--- config.mk ---
export PLATFORM = sky130hd
export DESIGN_NAME = timestamp_event_capture
export DESIGN_NICKNAME = d
export VERILOG_FILES = /design/src/rtl/timestamp_event_capture.sv
export SDC_FILE = /design/constraint.sdc
export NUM_CORES = 1
export LEC_CHECK = 0
export ABC_AREA = 1
export BUFFER_PORTS_ARGS = -buffer_cell sky130_fd_sc_hd__buf_2
export CAP_MARGIN = 20
export CORE_ASPECT_RATIO = 1.5
export CORE_MARGIN = 2
export CORE_UTILIZATION = 40
export DETAILED_ROUTE_END_ITERATION = 12
export PLACE_DENSITY_LB_ADDON = 0.3
export SETUP_SLACK_MARGIN = 0.2
export SYNTH_ARGS = -nofsm -noshare
export SYNTH_HDL_FRONTEND = slang
export SYNTH_SLANG_ARGS = --single-unit
--- constraint.sdc ---
create_clock -name clk_200mhz -period 9.3 [get_ports clk_200mhz]
set_clock_uncertainty 0.15 [all_clocks]
set_input_delay 1.86 -clock clk_200mhz [delete_from_list [all_inputs] [get_ports clk_200mhz]]
set_output_delay 1.86 -clock clk_200mhz [all_outputs]
set_load 0.005 [all_outputs]
--- src/rtl/timestamp_event_capture.sv ---
// timestamp_event_capture
// Synchronises an asynchronous event pin, detects the selected edge(s) and
// snapshots the sec/msec/usec timer into a first-word-fall-through FIFO that
// is drained through a valid/ready interface. FIFO overflows are counted in a
// saturating dropped-event counter.
// Optional feature: define EVT_DEBOUNCE_EN to insert a debounce filter
// between the synchroniser and the edge detector.
module timestamp_event_capture #(
    parameter int DEPTH           = 8,
    parameter int SYNC_STAGES     = 2,
    parameter int DEBOUNCE_CYCLES = 4
) (
    input  logic                   clk_200mhz,
    input  logic                   reset,
    input  logic [31:0]            sec,
    input  logic [15:0]            msec,
    input  logic [15:0]            usec,
    input  logic                   evt_in,
    input  logic [1:0]             edge_sel,
    output logic                   ts_valid,
    input  logic                   ts_ready,
    output logic [31:0]            ts_sec,
    output logic [15:0]            ts_msec,
    output logic [15:0]            ts_usec,
    output logic                   ts_rise,
    output logic [$clog2(DEPTH):0] fifo_level,
    output logic [15:0]            ovf_cnt,
    input  logic                   ovf_clr
);

    localparam int ADDR_W = $clog2(DEPTH);
    localparam int PTR_W  = ADDR_W + 1;

    // Elaboration-time parameter sanity checks
    if (DEPTH < 2 || (DEPTH & (DEPTH - 1)) != 0) begin : g_bad_depth
        $error("DEPTH must be a power of 2 and at least 2");
    end
    if (SYNC_STAGES < 2) begin : g_bad_sync
        $error("SYNC_STAGES must be at least 2");
    end
    if (DEBOUNCE_CYCLES < 1) begin : g_bad_db
        $error("DEBOUNCE_CYCLES must be at least 1");
    end

    // ------------------------------------------------------------------
    // Synchroniser
    // ------------------------------------------------------------------
    logic [SYNC_STAGES-1:0] r_sync;
    logic                   w_sync_level;
    logic                   w_level;

    // Shift the asynchronous pin through the synchroniser chain
    always_ff @(posedge clk_200mhz) begin
        if (reset) begin
            r_sync <= '0;
        end else begin
            r_sync <= {r_sync[SYNC_STAGES-2:0], evt_in};
        end
    end

    assign w_sync_level = r_sync[SYNC_STAGES-1];

`ifdef EVT_DEBOUNCE_EN
    // ------------------------------------------------------------------
    // Debounce filter
    // ------------------------------------------------------------------
    localparam int DB_LEN = DEBOUNCE_CYCLES;
    localparam int DB_W   = $clog2(DEBOUNCE_CYCLES + 1);

    logic [DB_W-1:0] r_db_cnt;
    logic            r_db_level;

    // Accept a new level once it has differed from the accepted one for DEBOUNCE_CYCLES cycles
    always_ff @(posedge clk_200mhz) begin
        if (reset) begin
            r_db_cnt   <= '0;
            r_db_level <= 1'b0;
        end else if (w_sync_level == r_db_level) begin
            r_db_cnt <= '0;
        end else if (r_db_cnt == DB_W'(DEBOUNCE_CYCLES - 1)) begin
            r_db_level <= w_sync_level;
            r_db_cnt   <= '0;
        end else begin
            r_db_cnt <= r_db_cnt + 1'b1;
        end
    end

    assign w_level = r_db_level;
`else
    localparam int DB_LEN = 0;

    assign w_level = w_sync_level;
`endif

    // ------------------------------------------------------------------
    // Arming FSM: edge detection is held off after reset until the
    // synchroniser (and debounce filter) reflect the real pin level
    // ------------------------------------------------------------------
    localparam int ARM_LEN = SYNC_STAGES + 1 + DB_LEN;
    localparam int ARM_W   = $clog2(ARM_LEN + 1);

    typedef enum logic {
        ST_ARMING,
        ST_ARMED
    } arm_state_t;

    arm_state_t       r_state;
    arm_state_t       w_state_nxt;
    logic [ARM_W-1:0] r_arm_cnt;
    logic [ARM_W-1:0] w_arm_cnt_nxt;
    logic             w_armed;

    // Arming state and window counter registers
    always_ff @(posedge clk_200mhz) begin
        if (reset) begin
            r_state   <= ST_ARMING;
            r_arm_cnt <= '0;
        end else begin
            r_state   <= w_state_nxt;
            r_arm_cnt <= w_arm_cnt_nxt;
        end
    end

    // Arming next-state logic: count out the arming window, then stay armed
    always_comb begin
        w_state_nxt   = r_state;
        w_arm_cnt_nxt = r_arm_cnt;
        w_armed       = 1'b0;
        case (r_state)
            ST_ARMING: begin
                if (r_arm_cnt == ARM_W'(ARM_LEN - 1)) begin
                    w_state_nxt   = ST_ARMED;
                    w_arm_cnt_nxt = '0;
                end else begin
                    w_arm_cnt_nxt = r_arm_cnt + 1'b1;
                end
            end
            ST_ARMED: begin
                w_armed = 1'b1;
            end
            default: begin
                w_state_nxt = ST_ARMING;
            end
        endcase
    end

    // ------------------------------------------------------------------
    // Edge detection
    // ------------------------------------------------------------------
    logic r_prev;
    logic r_rise_det;
    logic r_fall_det;
    logic w_push_req;

    // Previous level always tracks; raw edge flags only once armed
    always_ff @(posedge clk_200mhz) begin
        if (reset) begin
            r_prev     <= 1'b0;
            r_rise_det <= 1'b0;
            r_fall_det <= 1'b0;
        end else begin
            r_prev     <= w_level;
            r_rise_det <= w_armed & w_level & ~r_prev;
            r_fall_det <= w_armed & ~w_level & r_prev;
        end
    end

    // Raw edges are registered; edge_sel qualifies them in the capture cycle,
    // so the timer value and edge_sel are sampled in the same cycle.
    assign w_push_req = (r_rise_det & edge_sel[0]) | (r_fall_det & edge_sel[1]);

    // ------------------------------------------------------------------
    // FIFO
    // ------------------------------------------------------------------
    logic [31:0]      r_mem_sec  [DEPTH];
    logic [15:0]      r_mem_msec [DEPTH];
    logic [15:0]      r_mem_usec [DEPTH];
    logic             r_mem_rise [DEPTH];
    logic [PTR_W-1:0] r_wr_ptr;
    logic [PTR_W-1:0] r_rd_ptr;
    logic [PTR_W-1:0] w_level_cnt;
    logic             w_empty;
    logic             w_full;
    logic             w_pop;
    logic             w_push;
    logic             w_drop;

    assign w_level_cnt = r_wr_ptr - r_rd_ptr;
    assign w_empty     = (w_level_cnt == '0);
    assign w_full      = (w_level_cnt == PTR_W'(DEPTH));
    assign w_pop       = ~w_empty & ts_ready;
    // A pop in the same cycle frees the slot, so a push into a full FIFO is kept
    assign w_push      = w_push_req & (~w_full | w_pop);
    assign w_drop      = w_push_req & w_full & ~w_pop;

    // FIFO pointer update
    always_ff @(posedge clk_200mhz) begin
        if (reset) begin
            r_wr_ptr <= '0;
            r_rd_ptr <= '0;
        end else begin
            if (w_push) begin
                r_wr_ptr <= r_wr_ptr + 1'b1;
            end
            if (w_pop) begin
                r_rd_ptr <= r_rd_ptr + 1'b1;
            end
        end
    end

    // FIFO storage write: timer snapshot plus edge polarity
    always_ff @(posedge clk_200mhz) begin
        if (w_push) begin
            r_mem_sec[r_wr_ptr[ADDR_W-1:0]]  <= sec;
            r_mem_msec[r_wr_ptr[ADDR_W-1:0]] <= msec;
            r_mem_usec[r_wr_ptr[ADDR_W-1:0]] <= usec;
            r_mem_rise[r_wr_ptr[ADDR_W-1:0]] <= r_rise_det;
        end
    end

    // Head presentation, forced to zero while empty
    always_comb begin
        ts_valid = 1'b0;
        ts_sec   = '0;
        ts_msec  = '0;
        ts_usec  = '0;
        ts_rise  = 1'b0;
        if (!w_empty) begin
            ts_valid = 1'b1;
            ts_sec   = r_mem_sec[r_rd_ptr[ADDR_W-1:0]];
            ts_msec  = r_mem_msec[r_rd_ptr[ADDR_W-1:0]];
            ts_usec  = r_mem_usec[r_rd_ptr[ADDR_W-1:0]];
            ts_rise  = r_mem_rise[r_rd_ptr[ADDR_W-1:0]];
        end
    end

    assign fifo_level = w_level_cnt;

    // ------------------------------------------------------------------
    // Dropped-event counter
    // ------------------------------------------------------------------
    logic [15:0] r_ovf_cnt;

    // Saturating drop counter; a clear coinciding with a drop leaves a count of 1
    always_ff @(posedge clk_200mhz) begin
        if (reset) begin
            r_ovf_cnt <= '0;
        end else if (ovf_clr) begin
            r_ovf_cnt <= w_drop ? 16'd1 : 16'd0;
        end else if (w_drop && r_ovf_cnt != 16'hFFFF) begin
            r_ovf_cnt <= r_ovf_cnt + 16'd1;
        end
    end

    assign ovf_cnt = r_ovf_cnt;

endmodule

==> flow_summary.ini, run 1 <==
[run_status]
status = complete, no violations

[cells_and_area]
layout-drive-gt1-share = 0.1442
final_nets = 1953
fillers = 4956
syn2layout_area_growth_pct = 13.10

[clocking]
cts.sinks = 555
cts_setup_buffers = 0
cts_tree = yes
cts_hold_buf = 0
post_cts_resized = 0
h-tree-depth = 2
cts_root_buf = clkbuf_16
cts_buffers = 51
clkTransAtPathRegs_ps = 60
clk_latency_ps = 570
cts_buffer_depth = 3

[power]
p_seq_frac = 0.495
clkPwrFrac = 0.351
p_comb_frac = 0.154
power.density_nw_per_um2 = 222.7
switching_power_w = 0.001459
p_int_w = 0.004161
switching_share = 0.2595
ir_drop_v = 0.0001287
p_leak_nw = 8.693

[worst_setup_path]
r2r_slack_ps = 5090
critical_path.reg2reg.startpoint = r_wr_ptr[0]$_SDFFE_PP0P_
endpoint = ts_usec[0]
r2r_cells = 13
critPathArrivalTime_ps = 3750
worstPathRequired_ps = 7290
cp-start-kind = flip-flop
crit_path_end_kind = primary output
rr_endpoint = r_mem_sec[6][1]$_DFFE_PP_
critical_path_class = reg -> out
crit_fanout = 105

[place]
io_buffers = 156
pre_cts_ws_ps = 3875
place_congestion = 0.8420
hpwl_mm = 26.58

[sta]
timing.slew.headroom = 0.3142
fmax_mhz = 173.5
setup_ws_ps = 3537
drv_slew = 0
worst_slew_pin_slew_ps = 1029
setup_viol_count_final = 0
rsz0062_at_grt = false
fin_crit_sh = 0.6197
fin_tns_setup_ps = 0
final_hold_viol_count = 0
post-route-min-period_ps = 5763
hold_ws_ps = 255.4

[grt]
grt_overflow = 0
grt_pass1_wl_mm = 77.86
grt_max_degree = 184
grt_pass1_vias = 14160
antenna_found_initial = 11
grtUsageTotal = 0.1742

[yosys]
yosys.area.top_type = edfxtp_1
synth-seq-cells = 555
yosysWarnings = 0
syn_area_sq_um = 22310
ys_seq_area_frac = 0.7314
synthFlopType = edfxtp_1
synth_top_area_share = 0.6999
netlist_instances = 1757
synth_edf_count = 520
syn_area_per_cell_sq_um = 12.70
synth_fp_nets = 1835
yosys-top-cells-area = edfxtp_1 (70%), nand2_1 (8.8%), a21oi_1 (3.5%)
yosysUniqueCellTypes = 37
async_flop_share = 0

[route]
drc = 0
dr.pass1.iters = 8
num_vias = 14020
drt-total-wl_mm = 51.03
wl_per_cell_um = 19.46
vias_per_cell = 5.346
drt_iter0_drc = 932
final_antenna_net_count = 0

[floorplan]
num_io_pins = 157
die_w_um = 196.8
core-area_sq_um = 55440
dieArea_sq_um = 57720
rows = 106
start_util = 0.4024
dieHeight_um = 293.2

[worst_hold_path]
hold_class = reg -> reg

[flow_run]
maxCapViolCount = 0
[kinds of logic (layout without fill, tap and decap cells)]
logic type | Yosys count | count (layout) | share of synthesized area
AOI/OAI and AO/OA | 363 | 363 | 0.1075
and+or+nand+nor | 666 | 666 | 0.1193
xor gates and xnor gates | 10 | 10 | 0.003926
other | 0 | 6 | 0
buffers and inverters | 156 | 313 | 0.03371
DFF | 555 | 555 | 0.7314
adders and majority gates | 7 | 7 | 0.004262
[sequential cells by signal (all words and copies together) (netlist names), named ones only]
signal and cells:
r_mem_rise 8, r_mem_usec 128, ovf_cnt 16, r_wr_ptr 4, r_arm_cnt 2, r_prev 1, r_sync 2, r_fall_det 1
r_rd_ptr 4, r_rise_det 1, r_mem_msec 128, r_mem_sec 256, r_state 1
[cell type report]
class / instances / area [sq um] / area share
Multi-Input combinational cell: 1046 / 5300 / 0.2101
Clock inverter: 27 / 203.9 / 0.008083
Clock buffer: 65 / 1349 / 0.05346
Inverter: 45 / 173.9 / 0.006893
Tap cell: 702 / 878.3 / 0.03481
Sequential cell: 555 / 16330 / 0.6471
Antenna cell: 6 / 15.01 / 0.0005951
Timing Repair Buffer: 176 / 983.4 / 0.03898
[Yosys cell counts (all sizes together) (7+ instances only)]
cell / n
buf: 71
inv: 44
a32o: 65
a21oi: 157
nand3: 18
clkbuf: 40
o21ai: 74
dfxtp: 35
a32oi: 65
xor2: 7
nor2: 101
nand2: 532
edfxtp: 520
[critical path, cell delays in order (launching register included)]
cell,delay (ps)
dfxtp_4,600
inv_6,410
buf_16,400
buf_4,430
buf_16,320
nand2_1,100
a32o_1,240
nand2_1,50
o21ai_0,100
nor2_1,240
buf_2,170
[power by group through the flow]
| stage | clock network, W | registers (W) | logic, W |
|---|---|---|---|
| after floorplan | 0 | 0.00280 | 0.000603 |
| after global placement | 0 | 0.00284 | 0.000851 |
| after detailed placement | 0 | 0.00284 | 0.000876 |
| after CTS | 0.00201 | 0.00278 | 0.000878 |
| after global routing | 0.00211 | 0.00279 | 0.000971 |
| final | 0.00197 | 0.00278 | 0.000866 |
[metal layers]
metal	vias up	track usage	part of all wire
met5	-	0	0.0014
met4	10	0.06474	0.028
met1	6973	0.2052	0.41
met2	320	0.3149	0.51
met3	89	0.03225	0.049
li1	6624	-	-
[cell usage in the layout, fill, tap and decap left out, drive strengths merged, types with 7 or more instances in the layout]
| cell | n |
|---|---|
| xor2 | 7 |
| buf | 176 |
| nor2 | 101 |
| nand3 | 18 |
| o21ai | 74 |
| edfxtp | 520 |
| a21oi | 157 |
| clkbuf | 65 |
| nand2 | 532 |
| inv | 46 |
| dfxtp | 35 |
| clkinv | 21 |
| a32oi | 65 |
| a32o | 65 |
[metrics by stage]
stage	area, sq um	power [W]	util	instances
3_5_place_dp	23640	0.003714	0.4263	2523
3_3_place_gp	23610	0.003689	0.4258	2522
5_1_grt	25230	0.005868	0.4551	2621
4_1_cts	25190	0.005678	0.4543	2615
6_report	25230	0.005620	0.4551	2622
2_1_floorplan	22310	0.003398	-	1757
[worst min-delay path by stage]
stage	start	endpoint	slack (ps)	cells after the start
detailed placement	r_sync[0]$_SDFF_PP0_	r_sync[1]$_SDFF_PP0_	250	2
floorplan	r_sync[0]$_SDFF_PP0_	r_sync[1]$_SDFF_PP0_	240	2
finish	r_sync[0]$_SDFF_PP0_	r_sync[1]$_SDFF_PP0_	260	2
global placement	r_sync[0]$_SDFF_PP0_	r_sync[1]$_SDFF_PP0_	240	2
CTS	r_sync[0]$_SDFF_PP0_	r_sync[1]$_SDFF_PP0_	260	2
global route	r_sync[0]$_SDFF_PP0_	r_sync[1]$_SDFF_PP0_	270	2
Note: power is estimated with default switching activity, not from simulation.
==> run 2, diff against run 1 <==
ABC_AREA = 0   (was 1)
clock period = 5.5 ns   (was 9.3 ns; I/O delays follow)
==> run 2 against run 1 <==
Final area down 1.3%. Global-route usage shrank 0.78 points. Clock power is 78% higher. Area after synthesis decreased by 4.1%. Setup slack lost 3100 ps.
==> flow_summary.ini, run 2 <==
[yosys]
synth_top_area_share = 0.7296
yosysUniqueCellTypes = 48
syn_area_per_cell_sq_um = 20.68
yosys.area.top_type = edfxtp_1
netlist_instances = 1035
async_flop_share = 0
synth_fp_nets = 1113
synth_edf_count = 520
yosys-top-cells-count = edfxtp_1 (520), mux4_2 (130), nor2_1 (77)
syn_area_sq_um = 21400
yosysWarnings = 0
ys_seq_area_frac = 0.7624
synth-seq-cells = 555
synthFlopType = edfxtp_1
synth_most_common_cell = edfxtp_1
yosys-top-cells-area = edfxtp_1 (73%), mux4_2 (14%), dfxtp_1 (3.3%)

[route]
num_vias = 10430
wl_met1_mm = 19.16
vias_per_cell = 5.372
wl_per_cell_um = 23.74
routed-wl-met3_mm = 2.001
top_layer_used = met5
wl_met2_mm = 24.11
drt_iter0_drc = 581
dr.pass1.iters = 5
final_antenna_net_count = 0
drt-total-wl_mm = 46.10
drc = 0

[power]
switching_share = 0.2654
p_int_w = 0.007683
clkPwrFrac = 0.335
p_comb_frac = 0.210
p_leak_nw = 7.850
power.density_nw_per_um2 = 420.0
p_seq_frac = 0.454
switching_power_w = 0.002776
ir_drop_v = 0.0002541

[cells_and_area]
final_cell_mix = edfxtp_1 (520), buf_2 (156), mux4_2 (130)
final_cells = 1942
final_area_sq_um = 24900
final_nets = 1296
layout-drive-gt1-share = 0.3198
syn2layout_area_growth_pct = 16.35
seq_area_sq_um = 16330
fillers = 4385
final_common_cell = edfxtp_1
multi_input_area_sq_um = 4938
largest_register_ffs = 256
n_antenna_cell = 0
utilization = 0.4724

[floorplan]
dieHeight_um = 287.3
rows = 103
core-area_sq_um = 52710
die_w_um = 192.9
start_util = 0.4060
dieArea_sq_um = 55410
num_io_pins = 157

[worst_setup_path]
crit_fanout = 28
critPathArrivalTime_ps = 3800
max_stage_delay_ps = 580
worstPathRequired_ps = 4250
r2r_slack_ps = 1130
crit_path_end_kind = primary output
path_delay_family = buffers and inverters
crit_chain = inv_1, ha_1, inv_1, fa_1, nand2b_1, or2_2, o21ba_4, buf_4, nor2_1, buf_2
cpMaxStageDelayCell = dfxtp_1
cpMostUsedCell = inv_1
crit_buf_inv = 4
cp-start-kind = flip-flop
critical_path_class = reg -> out

[clocking]
cts_tree = yes
cts_setup_buffers = 0
cts_root_buf = clkbuf_16
h-tree-depth = 2
cts_buffer_depth = 3
clk_latency_ps = 580
cts_buffers = 52
clkTransAtPathRegs_ps = 60
cts.sinks = 555

[place]
io_buffers = 156
post_dp_cell_area_sq_um = 23230
hpwl_mm = 24.77
place_inst = 1845
place_congestion = 0.8014

[grt]
grt_pass1_vias = 11010
grt_overflow = 0
grt_max_degree = 66
grtUsageTotal = 0.1663
grt_pass1_wl_mm = 68.15
antenna_found_initial = 6

[sta]
final_hold_viol_count = 0
timing.slew.headroom = 0.2570
fin_crit_sh = 0.9183
drv_slew = 0
post-route-min-period_ps = 5051
rsz0062_at_grt = false
setup_viol_count_final = 0
fmax_mhz = 198.0
worst_slew_pin_slew_ps = 1106

[run_status]
status = complete, no violations

[worst_hold_path]
hold_class = reg -> reg

[flow_run]
maxCapViolCount = 0
[run 2: timing repair]
action,CTS,global route
hold buffers,0,0
setup endpoints to repair,0,28
resized for setup,0,0
[run 2: worst reg2reg max path, stage by stage (launching register included)]
cell,delay [ps]
dfxtp_1,580
inv_1,220
ha_1,260
nand3b_1,170
a21oi_1,700
o31ai_2,160
buf_4,220
nor4_4,840
buf_4,680
[run 2: final timing paths]
check,startpoint,to,cells after the start
hold / removal,r_sync[1]$_SDFF_PP0_,r_fall_det$_SDFF_PP0_,1
setup / recovery,r_wr_ptr[0]$_SDFFE_PP0P_,ts_sec[15],10
hold reg to reg,r_sync[1]$_SDFF_PP0_,r_fall_det$_SDFF_PP0_,1
setup reg to reg,r_wr_ptr[0]$_SDFFE_PP0P_,r_mem_sec[1][17]$_DFFE_PP_,8
[run 2: stage by stage]
stage,power (W),TNS (ps),hold slack (ps),setup slack [ps]
finish,0.01046,0,282.2,449.4
global placement,0.007009,0,249.9,1042
global route,0.01093,0,308.7,250.5
CTS,0.01056,0,284.4,324.4
floorplan,0.006135,-294640,240.0,-1559
detailed placement,0.007042,0,264.4,953.9
[run 2: final cells by class]
| type | instances | area share |
|---|---|---|
| Timing Repair Buffer | 183 | 0.04367 |
| Inverter | 10 | 0.001507 |
| Tap cell | 682 | 0.03427 |
| Clock buffer | 65 | 0.05422 |
| Clock inverter | 31 | 0.01231 |
| Multi-Input combinational cell | 416 | 0.1983 |
| Sequential cell | 555 | 0.6557 |
[run 2: metal layers]
metal | global-route usage | up-vias
met5 | 0 | -
met1 | 0.2139 | 5496
met2 | 0.2950 | 231
met4 | 0.03836 | 8
met3 | 0.02637 | 65
li1 | - | 4632
[run 2: power groups by stage]
stage | clock network (W) | logic [W] | registers (W)
6_report | 0.00351 | 0.00220 | 0.00475
5_1_grt | 0.00375 | 0.00241 | 0.00477
3_3_place_gp | 0 | 0.00216 | 0.00485
2_1_floorplan | 0 | 0.00141 | 0.00473
3_5_place_dp | 0 | 0.00219 | 0.00485
4_1_cts | 0.00360 | 0.00220 | 0.00476
[run 2: logic make-up after synthesis]
family,share of synthesized area
flip-flops,0.7624
multiplexers,0.1695
AND/OR/NAND/NOR,0.03560
buffers and inverters,0.01187
AO/OA/AOI/OAI,0.01497
adder cells (fa/ha/maj),0.004443
XOR/XNOR,0.001228
